## config.mk

```make
export PLATFORM = sky130hd
export DESIGN_NAME = calcn_core
export DESIGN_NICKNAME = d
export VERILOG_FILES = /design/src/rtl/calcn_pkg.sv /design/src/rtl/calcn_chan.sv /design/src/rtl/calcn_core.sv
export SDC_FILE = /design/constraint.sdc
export NUM_CORES = 2
export LEC_CHECK = 0
export BUFFER_PORTS_ARGS = -buffer_cell sky130_fd_sc_hd__buf_2
export CORE_ASPECT_RATIO = 1.5
export CORE_MARGIN = 1.5
export CORE_UTILIZATION = 55
export DETAILED_ROUTE_END_ITERATION = 6
export PLACE_DENSITY = 0.73
export SLEW_MARGIN = 0
export SYNTH_ARGS = -nofsm -noshare
export SYNTH_HDL_FRONTEND = slang
export SYNTH_SLANG_ARGS = --single-unit
export TNS_END_PERCENT = 5
```

## constraint.sdc

```tcl
create_clock -name c_clk -period 10.2 [get_ports c_clk]
set_clock_uncertainty 0.15 [all_clocks]
set_input_delay 2.04 -clock c_clk [delete_from_list [all_inputs] [get_ports c_clk]]
set_output_delay 2.04 -clock c_clk [all_outputs]
set_load 0.05 [all_outputs]
```

## src/rtl/calcn_pkg.sv

```systemverilog
// Shared definitions for the calcn request/response engine: command and
// response encodings, capture FSM states and the queued request entry.
package calcn_pkg;

  // Entries are sized for the widest legal configuration; narrower
  // instances zero-extend on write and slice on read.
  localparam int MAX_DATA_W = 64;
  localparam int MAX_TAG_W  = 8;

  localparam logic [3:0] CMD_NONE = 4'd0;
  localparam logic [3:0] CMD_ADD  = 4'd1;
  localparam logic [3:0] CMD_SUB  = 4'd2;
  localparam logic [3:0] CMD_SHL  = 4'd5;
  localparam logic [3:0] CMD_SHR  = 4'd6;

  localparam logic [1:0] RESP_NONE = 2'd0;
  localparam logic [1:0] RESP_OK   = 2'd1;
  localparam logic [1:0] RESP_ERR  = 2'd2;

  typedef enum logic {
    ST_IDLE = 1'b0,
    ST_OP2  = 1'b1
  } chan_state_t;

  typedef struct packed {
    logic [3:0]            cmd;
    logic [MAX_TAG_W-1:0]  tag;
    logic [MAX_DATA_W-1:0] op1;
    logic [MAX_DATA_W-1:0] op2;
  } entry_t;

endpackage

```

## src/rtl/calcn_chan.sv

```systemverilog
// One request channel: two-cycle capture FSM (command+operand 1, then
// operand 2) feeding a small circular request queue.
module calcn_chan
  import calcn_pkg::*;
#(
  parameter int DATA_W = 32,
  parameter int TAG_W  = 2,
  parameter int DEPTH  = 4
) (
  input  logic              clk,
  input  logic              rst_n,
  input  logic [3:0]        cmd,
  input  logic [DATA_W-1:0] data,
  input  logic [TAG_W-1:0]  tag,
  input  logic              pop,
  output logic              ready,
  output logic              valid,
  output entry_t            head
);

  localparam int AW = $clog2(DEPTH);
  localparam logic [AW:0] FULL = (AW+1)'(DEPTH);

  chan_state_t state, state_next;
  logic capture, push;

  logic [3:0]        hold_cmd;
  logic [DATA_W-1:0] hold_op1;
  logic [TAG_W-1:0]  hold_tag;

  entry_t          mem [DEPTH];
  entry_t          push_entry;
  logic [AW-1:0]   wr_ptr, rd_ptr;
  logic [AW:0]     count;

  always_ff @(posedge clk or negedge rst_n) begin
    if (!rst_n) state <= ST_IDLE;
    else        state <= state_next;
  end

  always_comb begin
    state_next = state;
    case (state)
      ST_IDLE: if (capture) state_next = ST_OP2;
      ST_OP2:  state_next = ST_IDLE;
      default: state_next = ST_IDLE;
    endcase
  end

  // Ready is judged on pre-edge occupancy, so the entry pushed from OP2
  // always has a free slot reserved for it.
  always_comb begin
    ready   = (state == ST_IDLE) && (count < FULL);
    capture = ready && (cmd != CMD_NONE);
    push    = (state == ST_OP2);
  end

  always_ff @(posedge clk or negedge rst_n) begin
    if (!rst_n) begin
      hold_cmd <= CMD_NONE;
      hold_op1 <= '0;
      hold_tag <= '0;
    end else if (capture) begin
      hold_cmd <= cmd;
      hold_op1 <= data;
      hold_tag <= tag;
    end
  end

  always_comb begin
    push_entry     = '0;
    push_entry.cmd = hold_cmd;
    push_entry.tag = MAX_TAG_W'(hold_tag);
    push_entry.op1 = MAX_DATA_W'(hold_op1);
    push_entry.op2 = MAX_DATA_W'(data);
  end

  always_ff @(posedge clk) begin
    if (push) mem[wr_ptr] <= push_entry;
  end

  always_ff @(posedge clk or negedge rst_n) begin
    if (!rst_n) begin
      wr_ptr <= '0;
      rd_ptr <= '0;
      count  <= '0;
    end else begin
      if (push) wr_ptr <= wr_ptr + 1'b1;
      if (pop)  rd_ptr <= rd_ptr + 1'b1;
      case ({push, pop})
        2'b10:   count <= count + 1'b1;
        2'b01:   count <= count - 1'b1;
        default: count <= count;
      endcase
    end
  end

  assign valid = (count != '0);
  assign head  = mem[rd_ptr];

endmodule

```

## src/rtl/calcn_core.sv

```systemverilog
// Multi-channel calculator: per-channel capture queues share one ALU,
// granted round-robin, with a registered one-cycle response per request.
module calcn_core
  import calcn_pkg::*;
#(
  parameter int NUM_CH = 4,
  parameter int DATA_W = 32,
  parameter int TAG_W  = 2,
  parameter int DEPTH  = 4
) (
  input  logic                           c_clk,
  input  logic                           reset,
  input  logic [NUM_CH-1:0][3:0]         req_cmd_in,
  input  logic [NUM_CH-1:0][DATA_W-1:0]  req_data_in,
  input  logic [NUM_CH-1:0][TAG_W-1:0]   req_tag_in,
  output logic [NUM_CH-1:0]              req_ready,
  output logic [NUM_CH-1:0][1:0]         out_resp,
  output logic [NUM_CH-1:0][DATA_W-1:0]  out_data,
  output logic [NUM_CH-1:0][TAG_W-1:0]   out_tag
);

  localparam int CW = (NUM_CH > 1) ? $clog2(NUM_CH) : 1;
  localparam int SW = $clog2(DATA_W);

  logic [NUM_CH-1:0] chan_valid;
  entry_t            chan_head [NUM_CH];

  logic [CW-1:0] rr_ptr, grant_ch;
  logic          grant_valid;
  int            idx;

  logic          sel_valid;
  logic [CW-1:0] sel_ch;
  entry_t        sel_entry;

  logic [DATA_W-1:0] op_a, op_b, alu_data;
  logic [DATA_W:0]   sum;
  logic [1:0]        alu_resp;
  logic              unused_entry;

  for (genvar c = 0; c < NUM_CH; c++) begin : g_chan
    calcn_chan #(
      .DATA_W (DATA_W),
      .TAG_W  (TAG_W),
      .DEPTH  (DEPTH)
    ) u_chan (
      .clk   (c_clk),
      .rst_n (reset),
      .cmd   (req_cmd_in[c]),
      .data  (req_data_in[c]),
      .tag   (req_tag_in[c]),
      .pop   (grant_valid && (grant_ch == CW'(c))),
      .ready (req_ready[c]),
      .valid (chan_valid[c]),
      .head  (chan_head[c])
    );
  end

  // Search starts at rr_ptr, which always points one past the last grant.
  always_comb begin
    grant_valid = 1'b0;
    grant_ch    = '0;
    idx         = 0;
    for (int i = 0; i < NUM_CH; i++) begin
      idx = int'(rr_ptr) + i;
      if (idx >= NUM_CH) idx = idx - NUM_CH;
      if (!grant_valid && chan_valid[idx]) begin
        grant_valid = 1'b1;
        grant_ch    = CW'(idx);
      end
    end
  end

  always_ff @(posedge c_clk or negedge reset) begin
    if (!reset) begin
      rr_ptr    <= '0;
      sel_valid <= 1'b0;
      sel_ch    <= '0;
      sel_entry <= '0;
    end else begin
      sel_valid <= grant_valid;
      if (grant_valid) begin
        sel_ch    <= grant_ch;
        sel_entry <= chan_head[grant_ch];
        rr_ptr    <= (grant_ch == CW'(NUM_CH - 1)) ? '0 : grant_ch + 1'b1;
      end
    end
  end

  assign op_a         = sel_entry.op1[DATA_W-1:0];
  assign op_b         = sel_entry.op2[DATA_W-1:0];
  assign unused_entry = ^{sel_entry.op1, sel_entry.op2, sel_entry.tag};

  always_comb begin
    sum      = {1'b0, op_a} + {1'b0, op_b};
    alu_resp = RESP_ERR;
    alu_data = '0;
    case (sel_entry.cmd)
      CMD_ADD: if (!sum[DATA_W]) begin
        alu_resp = RESP_OK;
        alu_data = sum[DATA_W-1:0];
      end
      CMD_SUB: if (op_b <= op_a) begin
        alu_resp = RESP_OK;
        alu_data = op_a - op_b;
      end
      CMD_SHL: begin
        alu_resp = RESP_OK;
        alu_data = op_a << op_b[SW-1:0];
      end
      CMD_SHR: begin
        alu_resp = RESP_OK;
        alu_data = op_a >> op_b[SW-1:0];
      end
      default: ;
    endcase
  end

  always_ff @(posedge c_clk or negedge reset) begin
    if (!reset) begin
      out_resp <= '0;
      out_data <= '0;
      out_tag  <= '0;
    end else begin
      for (int c = 0; c < NUM_CH; c++) begin
        if (sel_valid && (sel_ch == CW'(c))) begin
          out_resp[c] <= alu_resp;
          out_data[c] <= alu_data;
          out_tag[c]  <= sel_entry.tag[TAG_W-1:0];
        end else begin
          out_resp[c] <= RESP_NONE;
          out_data[c] <= '0;
          out_tag[c]  <= '0;
        end
      end
    end
  end

endmodule

```

; ---- Word-level counts from Yosys, hierarchy flattened
; Memories as Yosys holds them, arrays and structs flattened.
; Index checks and enable logic that the tools add are counted.
[op_classes]
addsub = 26
magnitude_cmp = 14
n_eq_ne = 18
n_shift = 2
mux = 66
bitwise = 5
reduce_logical = 37
[op_table]
columns = operator, count
row1 = two-way mux 32 bit, 10
row2 = binary-select mux 140 bit (select 2 bit), 1
row3 = two-way mux 140 bit, 2
row4 = "less-than comparator 32 x 4 -> 1 bit, second input constant", 4
row5 = case mux 32 bit (4 select lines), 1
row6 = adder 32 x 32 -> 33 bit, 1
row7 = less-or-equal comparator 32 bit, 1
row8 = << shifter 32 x 5 -> 32 bit, 1
row9 = >> shifter 32 x 5 -> 32 bit, 1
row10 = subtractor 32 bit, 1
row11 = two-way mux 2 bit, 15
row12 = two-way mux 1 bit, 24
row13 = case mux 3 bit (2 select lines), 4
row14 = logical AND 1 bit, 19
row15 = "adder 2 x 1 -> 2 bit, second input constant", 9
row16 = "equality test 2 bit, second input constant", 8
row17 = nonzero test 4 bit, 4
row18 = "adder 3 x 1 -> 3 bit, second input constant", 4
row19 = "equality test 2 x 1 -> 1 bit, second input constant", 6
row20 = ">= comparator 3 bit, second input constant", 4
row21 = "less-than comparator 3 bit, second input constant", 4
row22 = nonzero test 3 bit, 4
row23 = "subtractor 3 x 1 -> 3 bit, second input constant", 4
row24 = "subtractor 3 x 3 -> 4 bit, second input constant", 3
row25 = other kinds (16), 33
[word_totals]
register_bits = 403
ramBits = 1120
in_bits = 154
output_inout_bits = 148
elab_cells = 219
n_memories = 4
[memory_table]
columns = memory, words, width, read_ports, rd_ports_with_merged_regs, wr, line_no
row1 = g_chan[0].u_chan.mem, 4, 70, 1, 0, 1, calcn_chan.sv:31  ; entry_t mem [DEPTH];
row2 = g_chan[1].u_chan.mem, 4, 70, 1, 0, 1, calcn_chan.sv:31
row3 = g_chan[2].u_chan.mem, 4, 70, 1, 0, 1, calcn_chan.sv:31
row4 = g_chan[3].u_chan.mem, 4, 70, 1, 0, 1, calcn_chan.sv:31

; ---- Longest topological paths before layout
[logic_depth]
word_depth = 19
mapped_depth = 16
depth_no_buf = 14

; ---- Modules after synthesis
; A second synthesis with hierarchy kept.
[unflattened]
hier_cells = 4202
area_unflattened_um2 = 66107.2
[by_module_without_submodules]
columns = mod, n_inst, cells_each, area_each_um2, seq_area_each_um2
row1 = calcn_chan, 4, 558, 12465.7, 9559.2
row2 = calcn_core, 1, 1970, 16244.3, 5480.3

; ---- Worst setup path before layout
; Ideal clock, no wire load.
[synth_path]
path_kind = register to register
startpoint = register sel_entry (netlist bit op_b[2])
endpoint = register out_data[113] (netlist name)
setup_time_ps = 143
arrival_ps = 3576
required_time_ps = 9907
setup_slack_ps = 6331
stages_incl_launch_ff = 16
n_path_buf = 5
synth_period_minus_slack_ps = 3869
cell_sequence = dfrtp_1 clkbuf_1 inv_1 clkbuf_1 clkbuf_1 ha_1 buf_2 nor2b_1 o21bai_1 a21oi_1 o31ai_2 a31o_2 a21oi_4 buf_6 a221oi_1 nor3_1
[synth_between]
elab_chain_cells = 4
word_cells_on_any_way = 9
cone_classes = 2 x add/sub / 1 x order compare / 2 x shift / 4 x mux
[synth_lines]
columns = item, line_no
row1 = "start, declared", calcn_core.sv:34  ; entry_t sel_entry;
row2 = "start signal, assigned", calcn_core.sv:84  ; sel_entry <= chan_head[grant_ch];
row3 = "subtractor 32 bit, or another cell as far along", calcn_core.sv:105  ; alu_data = op_a - op_b;
row4 = two-way mux 32 bit (on tied branches), "calcn_core.sv:103, calcn_core.sv:99"
row5 = case mux 32 bit (4 select lines) (*), calcn_core.sv:98  ; case (sel_entry.cmd)
row6 = two-way mux 32 bit (*), calcn_core.sv:126  ; if (sel_valid && (sel_ch == CW'(c))) begin
row7 = "end signal, assigned by index", calcn_core.sv:128  ; out_data[c] <= alu_data;
row8 = "end, declared", calcn_core.sv:18  ; output logic [NUM_CH-1:0][DATA_W-1:0] out_data,
; Mark *: on every way between the ends. The rest lies on a longest branch, timed or not.
; A chain may end at the register's enable or synchronous reset.

; ---- Worst setup path in the final report
[layout_path]
startpoint = register sel_entry (netlist bit op_b[0])
endpoint = register out_data[14] (netlist name)
; The elaborated chain is that of the path after synthesis.

==> results_dict.tcl <==
set metrics [dict create \
    slew_headroom 0.01022 \
    ios 302 \
    post-route-min-period_ns 4.797 \
    synth.area.top_cells "edfxtp_1 (52%), dfrtp_1 (16%), mux4_2 (12%), mux2_2 (3.0%), mux2i_1 (2.5%)" \
    synth_xor_area_frac 0.003252 \
    post-cts-setup-buffer-count 0 \
    clockBufferDepth 3 \
    vias_per_cell 6.433 \
    vias 36843 \
    setup_viol_count_final 0 \
    clkLatencyLatePin_ns 0.79 \
    cts_root_buffer "clkbuf_16" \
    cts_tree "done" \
    ctsResizeCount 0 \
    initial_core_util 0.5563 \
    reg2reg_depth 8 \
    synthFlopType "edfxtp_1" \
    firstDrtPassIters 7 \
    grt_max_degree 153 \
    fmax_mhz 208.5 \
    ff2ff_setup_slack_ns 5.40 \
    final_cell_mix "edfxtp_1 (1120), dfrtp_1 (392), mux4_2 (348), buf_2 (301), nand2_1 (189)" \
    grt_pass1_vias 37195 \
    worstReg2RegEnd "out_data[14]" \
    maxSlewViolCount 0 \
    worstSetupPathType "flip-flop to flip-flop" \
    grt_overflow 0 \
    syn_nets 4008 \
    syn-cell-area_mm2 0.06464 \
    syn_to_final_growth_pct 11.80 \
    synth_top_family_by_area "multiplexers" \
    synth_top_area_cell "edfxtp_1" \
    synthAdderAreaFrac 0.01909 \
    worstHoldPathType "flip-flop to flip-flop" \
    grt_setup_unrepaired "false" \
    ys_async_sr_fraction 0.2646 \
    startpoint_type "flip-flop" \
    wire_per_inst_um 31.32 \
    crit_fanout 45 \
    drc 0 \
    hp-start "g_chan[2].u_chan.hold_cmd[0]" \
    synth_cell_types 91 \
    fin_nets 4295 \
    path_cells "buf_4, mux4_2, mux2i_1, a21oi_1, a221oi_1, nand2_1, a221oi_2, nor3_1" \
    status "completed" \
    worst_setup_path_end_kind "flip-flop" \
    critical_path.top_delay_family "compound AO/OA/AOI/OAI gates" \
    cts.sinks 1523 \
    path_buf_inv 1 \
    synth-seq-cells 1523 \
    cp_slowest_stage_delay_ns 1.26 \
    synth_edf_count 1120 \
    timing.rr.start "op_b[0]" \
    drt_iter0_markers 3591 \
    antenna_found_initial 44 \
    cts_hold_buffers 0 \
    synthCells 3759 \
    synth_warnings 0 \
    yosysSeqAreaShare 0.6763 \
    io_buffer_count 301 \
    min_period_over_period 0.4703 \
    gp_congestion 1.022 \
    hold_depth 0 \
    drive_above_1_share 0.2909 \
    die_h_um 422.9 \
    rows 153 \
    die_w_um 282.9 \
    whs_endpoint "g_chan[2].u_chan.mem[1][66]" \
    cts_max_level 4 \
    gr-usage-all-layers 0.3031 \
    grt_pass1_wl_mm 262.0 \
    post-dp-hpwl_mm 119.4 \
    synth-compound-area-share 0.05542 \
    crit_path_top_delay_cell "a221oi_1" \
    hold_violations 0 \
    setup_tns_ns 0 \
    cp_data_required_time_ns 10.64 \
    synth_simple_gate_area_share 0.04787 \
    synthMuxAreaShare 0.1763 \
    path_clk_slew_ns 0.06 \
    numCtsBuffers 136 \
    antenna_left 0 \
    final_common_cell "edfxtp_1" \
    dieArea_mm2 0.1196 \
    avgSynthCellArea_um2 17.20 \
    netlist.area_leader.share 0.5203 \
    max-cap-violations 0 \
    core_mm2 0.1162 \
    drt_wl_total_mm 179.3 \
    tightestPinTransition_ns 1.485 \
    arrival_ns 5.24 \
]
worst reg2reg max path: stages, from the launching register on:
cell and delay [ns]:
dfrtp_4 0.72, buf_4 0.71, mux4_2 0.67, mux2i_1 0.23
a21oi_1 0.16, a221oi_1 1.26, nand2_1 0.28, a221oi_2 0.36
nor3_1 0.10
kinds of logic after synthesis:
| group | count (synthesis) |
|---|---|
| simple gates | 642 |
| buf+inv | 337 |
| xor+xnor | 24 |
| fa+ha+maj | 95 |
| flops | 1523 |
| compound gates | 456 |
| mux | 682 |
routing by layer:
metal / GRT usage / part of all wire / vias to the layer above
met3: 0.06487 / 0.074 / 388
li1: - / - / 15492
met4: 0.1378 / 0.049 / 42
met5: 0 / 0.0015 / -
met2: 0.5015 / 0.50 / 1627
met1: 0.3861 / 0.38 / 19294
flip-flops by register name, indices dropped and copies added, names as in the netlist:
register	cells
g_chan.u_chan.count	12
g_chan.u_chan.hold_cmd	16
g_chan.u_chan.hold_op1	128
g_chan.u_chan.hold_tag	8
g_chan.u_chan.mem	1120
g_chan.u_chan.push	4
g_chan.u_chan.rd_ptr	8
g_chan.u_chan.wr_ptr	8
op_a	32
op_b	32
out_data	128
out_resp	8
out_tag	8
rr_ptr	2
sel_ch	2
sel_entry	6
sel_valid	1
through the flow:
stage / hold WS [ns] / util / worst slack, ns / cells / instance area (um2)
6_report: 0.3556 / 0.6219 / 5.403 / 5727 / 72270
5_1_grt: 0.3748 / 0.6218 / 5.351 / 5721 / 72260
4_1_cts: 0.3558 / 0.6216 / 5.527 / 5709 / 72230
3_5_place_dp: 0.3482 / 0.5835 / 5.538 / 5458 / 67800
3_3_place_gp: 0.3319 / 0.5834 / 5.332 / 5457 / 67800
2_1_floorplan: 0.3059 / - / 6.331 / 3759 / 64640
worst max path at each step:
stage | startpoint | to | cells after the start
3_5_place_dp | op_b[0] | out_data[21] | 11
4_1_cts | op_b[0] | out_data[21] | 11
6_report | op_b[0] | out_data[14] | 8
2_1_floorplan | op_b[2] | out_data[113] | 15
3_3_place_gp | op_b[1] | out_data[10] | 9
5_1_grt | op_b[0] | out_data[21] | 11
cell type report:
class | count | area (um2)
clock inverter | 46 | 374.1
multi-input combinational | 1899 | 19610
sequential | 1523 | 43760
inverter | 115 | 431.7
timing repair buffer | 371 | 2064
fill | 8272 | 43930
clock buffer | 205 | 4049
antenna | 18 | 45.04
tap | 1550 | 1939
cells in the mapped netlist (16+ instances only):
| library cell | n |
|---|---|
| edfxtp_1 | 1120 |
| dfrtp_1 | 403 |
| mux4_2 | 348 |
| nand2_1 | 190 |
| mux2_2 | 170 |
| mux2i_1 | 164 |
| nor3_1 | 152 |
| clkbuf_1 | 150 |
| nor2_1 | 122 |
| inv_1 | 111 |
| a21oi_1 | 93 |
| ha_1 | 89 |
| o221ai_1 | 69 |
| o21ai_0 | 55 |
| buf_2 | 35 |
| and2_1 | 34 |
| a221oi_2 | 29 |
| o221a_2 | 24 |
| nand3_1 | 21 |
| a211oi_1 | 20 |
| a21o_1 | 20 |
| nand2b_1 | 19 |
| buf_1 | 18 |
| nor2b_1 | 17 |
| xor2_1 | 16 |
Power is left out: the tool's default activity adds up to more than one toggle a clock period on the data nets, which glitch-free logic cannot reach.
